File: config.mk
export PLATFORM = sky130hd
export DESIGN_NAME = dmem_arbiter
export DESIGN_NICKNAME = d
export VERILOG_FILES = /design/src/rtl/dmem_arbiter_pkg.sv /design/src/rtl/dmem_arb_perf.sv /design/src/rtl/dmem_arbiter.sv
export SDC_FILE = /design/constraint.sdc
export NUM_CORES = 1
export LEC_CHECK = 0
export CORE_AREA = 2 2 116 118
export DETAILED_ROUTE_END_ITERATION = 16
export DIE_AREA = 0 0 118 120
export GPL_TIMING_DRIVEN = 0
export PLACE_DENSITY = 0.71
export SETUP_SLACK_MARGIN = 0.3
export SKIP_CTS_REPAIR_TIMING = 1
export SLEW_MARGIN = 5
export SYNTH_ARGS = -nofsm -noshare
export SYNTH_HDL_FRONTEND = slang
export SYNTH_SLANG_ARGS = --single-unit
File: constraint.sdc
create_clock -name clk -period 2.2 [get_ports clk]
set_input_delay 0.22 -clock clk [delete_from_list [all_inputs] [get_ports clk]]
set_output_delay 0.22 -clock clk [all_outputs]
set_load 0.02 [all_outputs]
File: src/rtl/dmem_arbiter_pkg.sv
// dmem_arbiter_pkg: grant FSM state encodings and port identifiers
// Shared by the arbiter and future memory-side controllers.
package dmem_arbiter_pkg;
  typedef enum logic [1:0] {
    ST_IDLE = 2'd0,
    ST_GNT0 = 2'd1,
    ST_GNT1 = 2'd2
  } state_t;
  localparam logic PORT0 = 1'b0;
  localparam logic PORT1 = 1'b1;
endpackage

File: src/rtl/dmem_arb_perf.sv
// dmem_arb_perf: saturating grant and conflict counters for dmem_arbiter
// Only compiled when DMEM_ARB_PERF_EN is defined.
`ifdef DMEM_ARB_PERF_EN
module dmem_arb_perf (
  input  logic        clk,
  input  logic        rst_n,
  input  logic        gnt0,
  input  logic        gnt1,
  input  logic        conflict,
  output logic [31:0] perf_gnt0,
  output logic [31:0] perf_gnt1,
  output logic [31:0] perf_conflict
);
  logic [31:0] r_gnt0, r_gnt1, r_conflict;
  assign perf_gnt0 = r_gnt0;
  assign perf_gnt1 = r_gnt1;
  assign perf_conflict = r_conflict;
  always_ff @(posedge clk or negedge rst_n) begin
    if (!rst_n) begin
      r_gnt0 <= '0;
      r_gnt1 <= '0;
      r_conflict <= '0;
    end else begin
      if (gnt0 && ~&r_gnt0) r_gnt0 <= r_gnt0 + 32'd1;
      if (gnt1 && ~&r_gnt1) r_gnt1 <= r_gnt1 + 32'd1;
      if (conflict && ~&r_conflict) r_conflict <= r_conflict + 32'd1;
    end
  end
endmodule
`endif

File: src/rtl/dmem_arbiter.sv
// dmem_arbiter: two-port registered-grant arbiter in front of the CPU data memory
// Define DMEM_ARB_PERF_EN to add the perf_gnt0/perf_gnt1/perf_conflict counters.
module dmem_arbiter
  import dmem_arbiter_pkg::*;
#(
  parameter int AW = 32,
  parameter int DW = 32,
  parameter int FIXED_PRIO = 0
) (
  input  logic          clk,
  input  logic          rst_n,
  input  logic          req0,
  input  logic          req1,
  input  logic          we0,
  input  logic          we1,
  input  logic [AW-1:0] addr0,
  input  logic [AW-1:0] addr1,
  input  logic [DW-1:0] wd0,
  input  logic [DW-1:0] wd1,
  output logic          gnt0,
  output logic          gnt1,
  output logic          rvalid0,
  output logic          rvalid1,
  output logic [DW-1:0] rdata0,
  output logic [DW-1:0] rdata1,
  output logic [AW-1:0] mem_addr,
  output logic [DW-1:0] mem_wd,
  output logic          mem_we,
  input  logic [DW-1:0] mem_rd
`ifdef DMEM_ARB_PERF_EN
  ,
  output logic [31:0]   perf_gnt0,
  output logic [31:0]   perf_gnt1,
  output logic [31:0]   perf_conflict
`endif
);
  state_t r_state, w_next;
  logic r_last, r_rvalid0, r_rvalid1, w_pick1;
  logic [DW-1:0] r_rdata0, r_rdata1;
  assign gnt0 = (r_state == ST_GNT0);
  assign gnt1 = (r_state == ST_GNT1);
  assign rvalid0 = r_rvalid0;
  assign rvalid1 = r_rvalid1;
  assign rdata0 = r_rdata0;
  assign rdata1 = r_rdata1;
  assign mem_addr = gnt0 ? addr0 : gnt1 ? addr1 : '0;
  assign mem_wd = gnt0 ? wd0 : gnt1 ? wd1 : '0;
  assign mem_we = (gnt0 & we0) | (gnt1 & we1);
  // A granted port is excluded next cycle, so the other port never starves even with fixed priority
  always_comb begin
    w_pick1 = req1 & (~req0 | ((FIXED_PRIO == 0) && (r_last == PORT0)));
    w_next = gnt0 ? (req1 ? ST_GNT1 : ST_IDLE) :
             gnt1 ? (req0 ? ST_GNT0 : ST_IDLE) :
             w_pick1 ? ST_GNT1 : req0 ? ST_GNT0 : ST_IDLE;
  end
  always_ff @(posedge clk or negedge rst_n) begin
    if (!rst_n) begin
      r_state <= ST_IDLE;
      r_last <= PORT0;
      r_rvalid0 <= 1'b0;
      r_rvalid1 <= 1'b0;
      r_rdata0 <= '0;
      r_rdata1 <= '0;
    end else begin
      r_state <= w_next;
      r_last <= gnt1 ? PORT1 : gnt0 ? PORT0 : r_last;
      r_rvalid0 <= gnt0 & ~we0;
      r_rvalid1 <= gnt1 & ~we1;
      if (gnt0 & ~we0) r_rdata0 <= mem_rd;
      if (gnt1 & ~we1) r_rdata1 <= mem_rd;
    end
  end
`ifdef DMEM_ARB_PERF_EN
  dmem_arb_perf u_perf (
    .clk           (clk),
    .rst_n         (rst_n),
    .gnt0          (gnt0),
    .gnt1          (gnt1),
    .conflict      (req0 & req1),
    .perf_gnt0     (perf_gnt0),
    .perf_gnt1     (perf_gnt1),
    .perf_conflict (perf_conflict)
  );
`endif
endmodule
==> impl.org <==
** Placement
- In this run the tool buffered the top-level ports with 298 buffer cells.
- Before CTS, the worst setup slack after placement is -237 ps.
- The placed instances occupy a cell area of 6720 sq um.
- At the end of routability-driven placement, the weighted congestion stood at 0.748.
- Detail Placement HPWL :: 10700 um

** Pwr
- For this design the static power due to leakage is 0.00328 uW.
- Power spread over the standard cell area amounts to 1250 nW/um^2.
- Maximum resistive drop on vdd :: 0.422 mV

** Run status
- The run finished with clean final reports.

** Logic synthesis
- Netlist Area Pre-Place :: 3520 sq um
- Syn. warnings :: 0
- Post-synthesis sequential area ratio :: 49.1%
- After synthesis the netlist holds a flip-flop and latch count of 69.
- Syn Inst Count :: 237
- Average size of a mapped cell :: 14.8 sq um
- Synthesized Nets :: 405
- Netlist cell types :: 18

** Cells and area
- Relative to the synthesized area, the layout overhead comes to 107%.
- Design Area, Final :: 7270 sq um
- The layout has 1139 filler cells.
- Final #Nets :: 721
- For this run, the share of the core covered by cells in the final layout is 56.0%.
- The number of antenna diodes in the final layout is 0.
- Cells with a size suffix above 1 make up 32.6% of the layout.

** Timing
- Final count of negative-setup-slack endpoints :: 0
- Worst slack on hold paths :: 8.76 ps
- In the finished design, the share of the clock period the worst path needs comes to 91.6%.
- Fmax :: 496 MHz
- For the final database, setup skew stands at 7.94 ps.
- Worst slew pin tran :: 848 ps
- RSZ-0062 raised after global routing :: yes
- Measured against its own limit, the worst slew margin works out to 43.5%.
- The final-report max-slew violation count is 0.
- The final hold violation count was 0.
- Final Critical Period :: 2020 ps
- Setup TNS :: 0 ps
- Setup slack on the critical path of the routed design comes to 184 ps.

** Worst setup path
- Critical path data arrival time :: 1800 ps
- Of all nets on the critical path, the largest fanout is 10.
- Nature of the critical path endpoint :: output port
- Source of the critical timing path :: r_state[1]
- In this run the register-to-register setup slack is 470 ps.
- Following the worst setup path forward leads to its endpoint at mem_addr[28].
- Required time of the worst setup path :: 1980 ps
- The worst setup path is of the reg -> out kind.
- Origin of the critical flop-to-flop path :: r_state[1]
- The endpoint identified for the worst register-to-register timing path is rdata1[25].
- Measured in cells, the most critical reg-to-reg path has a length of 7.
- The worst setup path is launched from a register.

** Global route
- Top Usage Layer GRT :: met2
- Global routing usage on met2 :: 32.0%
- Total routing usage reported by global routing :: 18.0%
- Largest net degree at the start of global routing :: 70
- Routing usage on met1 :: 21.4%
- Wire length of the first global-routing pass :: 19700 um
- The number of antenna violations at the first check in global routing came to 0.
- Global routing used 4.85% of the available met3 tracks.
- Global route total overflow :: 0
- Number of global-route vias before repair :: 3600

** Routing
- Remaining design rule violation count :: 0
- Post-detailed-routing wire length :: 13600 um
- Before antenna repair, the detailed router went through 5 iterations.
- The detailed router finished its first iteration with 103 violations.
- Detail-routed via count per cell :: 4.59
- Across all layers, the routed design uses 3366 vias.
- In this run the remaining antenna-violating nets after routing total 0.
- Detailed-route wire length per cell :: 18.6 um

** Clocking
- Counting every sink on the clock net gives 69.
- Clock tree synthesis inserted a total of 9 buffers.
- In this run the clock root is driven by a sky130_fd_sc_hd__clkbuf_16.
- Total number of H-tree levels :: 3
- CTS tree :: yes
- After clock tree synthesis, the clock-pin slew on the worst setup and hold paths is 60 ps.
- The clock passes through at most 2 buffers.
- At the later pin of the worst-skew pair, clock insertion delay measures 320 ps.

** Die
- In this run the horizontal extent of the chip is 118 um.
- The floorplan step defined a die boundary enclosing 14200 sq um.
- Number of standard-cell rows in the floorplan :: 42
- For this design the top-level I/O count stands at 299.
- The core region is 13000 sq um.
- Once the floorplan was initialized, standard cells occupied 27.1% of the core.
- Height of the die :: 120 um

** Min path
- The path class of the tightest hold or removal check is in -> async.

** Run
- The tool flagged a number of max-cap violations equal to 0.
==> worst min path at each step <==
stage | depth (start not counted) | end | slack [ps] | startpoint
5_1_grt | 1 | rdata1[27] | 80 | rst_n
4_1_cts | 1 | rdata1[24] | 40 | rst_n
3_5_place_dp | 1 | rdata1[27] | 390 | rst_n
2_1_floorplan | 0 | r_last | -80 | rst_n
6_report | 1 | rvalid0 | 9 | rst_n
3_3_place_gp | 1 | rdata1[9] | 490 | rdata1[9]
==> flip-flops by register name (all words and copies together) (netlist names) <==
| register | flops |
|---|---|
| rvalid1 | 1 |
| rdata1 | 32 |
| rdata0 | 32 |
| r_last | 1 |
| r_state | 2 |
| rvalid0 | 1 |
==> cell families after synthesis <==
logic type               share of synthesized area (%)
flip-flops                                        49.1
buffers and inverters                             5.34
adder cells (fa/ha/maj)                          0.712
AND/OR/NAND/NOR                                   1.25
AO/OA/AOI/OAI                                     16.6
multiplexers                                      27.0
==> synthesized netlist by cell type, drive strengths merged <==
library cell  instances  area share, %
a21oi                 2           0.28
a22o                 64             16
buf                  18            4.5
clkbuf                5           0.53
dfrtp                69             49
ha                    2           0.71
inv                   3           0.32
mux2                 65             27
nand2                 2           0.21
nand2b                2           0.36
nor2                  1           0.11
nor2b                 2           0.57
o21a                  1           0.21
o21ai                 1           0.14
==> metrics by stage <==
stage,power (uW),cells
after floorplan,4830,237
final,9080,734
after detailed placement,7290,711
after global routing,9490,734
after CTS,8930,727
after global placement,7240,711
==> critical path, stage by stage, from the launching register on <==
cell and delay (ps):
sky130_fd_sc_hd__dfrtp_1 390, sky130_fd_sc_hd__buf_4 150, sky130_fd_sc_hd__ha_4 160, sky130_fd_sc_hd__nor2b_4 130, sky130_fd_sc_hd__buf_8 140, sky130_fd_sc_hd__buf_8 130, sky130_fd_sc_hd__a22o_1 230, sky130_fd_sc_hd__buf_6 150
==> area by class of cell <==
| class | instances | area, sq um | share of cell area [%] |
|---|---|---|---|
| repair buffers | 305 | 3080 | 42.4 |
| flip-flops and latches | 69 | 1730 | 23.7 |
| multi-input cells | 142 | 1640 | 22.6 |
| plain buffers | 23 | 259 | 3.56 |
| clock buffers | 10 | 239 | 3.29 |
| well taps | 176 | 220 | 3.03 |
| clock inverters | 6 | 93.8 | 1.29 |
| inverters | 3 | 11.3 | 0.155 |
==> layout by cell type, fill, tap and decap left out <==
cell type / netlist / final
sky130_fd_sc_hd__a21oi_1: 2 / 2
sky130_fd_sc_hd__a22o_1: 64 / 63
sky130_fd_sc_hd__a22o_4: 0 / 1
sky130_fd_sc_hd__buf_12: 0 / 2
sky130_fd_sc_hd__buf_2: 3 / 1
sky130_fd_sc_hd__buf_4: 7 / 24
sky130_fd_sc_hd__buf_6: 8 / 55
sky130_fd_sc_hd__buf_8: 0 / 7
sky130_fd_sc_hd__bufinv_16: 0 / 2
sky130_fd_sc_hd__clkbuf_16: 0 / 10
sky130_fd_sc_hd__clkbuf_2: 0 / 4
sky130_fd_sc_hd__clkbuf_4: 0 / 1
sky130_fd_sc_hd__clkbuf_8: 0 / 1
sky130_fd_sc_hd__clkdlybuf4s50_1: 0 / 231
sky130_fd_sc_hd__clkinv_4: 0 / 2
sky130_fd_sc_hd__clkinvlp_4: 0 / 1
sky130_fd_sc_hd__dfrtp_1: 69 / 69
sky130_fd_sc_hd__dlymetal6s2s_1: 0 / 2
sky130_fd_sc_hd__ha_4: 0 / 2
sky130_fd_sc_hd__inv_1: 3 / 2
sky130_fd_sc_hd__inv_2: 0 / 1
sky130_fd_sc_hd__inv_6: 0 / 1
sky130_fd_sc_hd__mux2_2: 7 / 7
sky130_fd_sc_hd__mux2_4: 58 / 58
sky130_fd_sc_hd__nand2_1: 2 / 2
sky130_fd_sc_hd__nand2b_1: 2 / 2
sky130_fd_sc_hd__nor2_1: 1 / 1
sky130_fd_sc_hd__nor2b_4: 1 / 2
sky130_fd_sc_hd__o21a_1: 1 / 1
sky130_fd_sc_hd__o21ai_1: 0 / 1
==> metal layers <==
| metal | part of all wire (%) | wire length [um] | vias to the layer above |
|---|---|---|---|
| li1 | - | - | 1528 |
| met1 | 40 | 5430 | 1666 |
| met2 | 52 | 7130 | 157 |
| met3 | 6.5 | 882 | 15 |
| met4 | 1.4 | 185 | 0 |
| met5 | 0 | 0 | - |
==> power breakdown <==
group	total [uW]	switching, uW	internal [uW]
Combinational	5260	2290	2970
Sequential	2240	353	1890
Clock	1570	540	1030
Total	9080	3180	5900
Note: power is estimated with default switching activity, not from simulation.
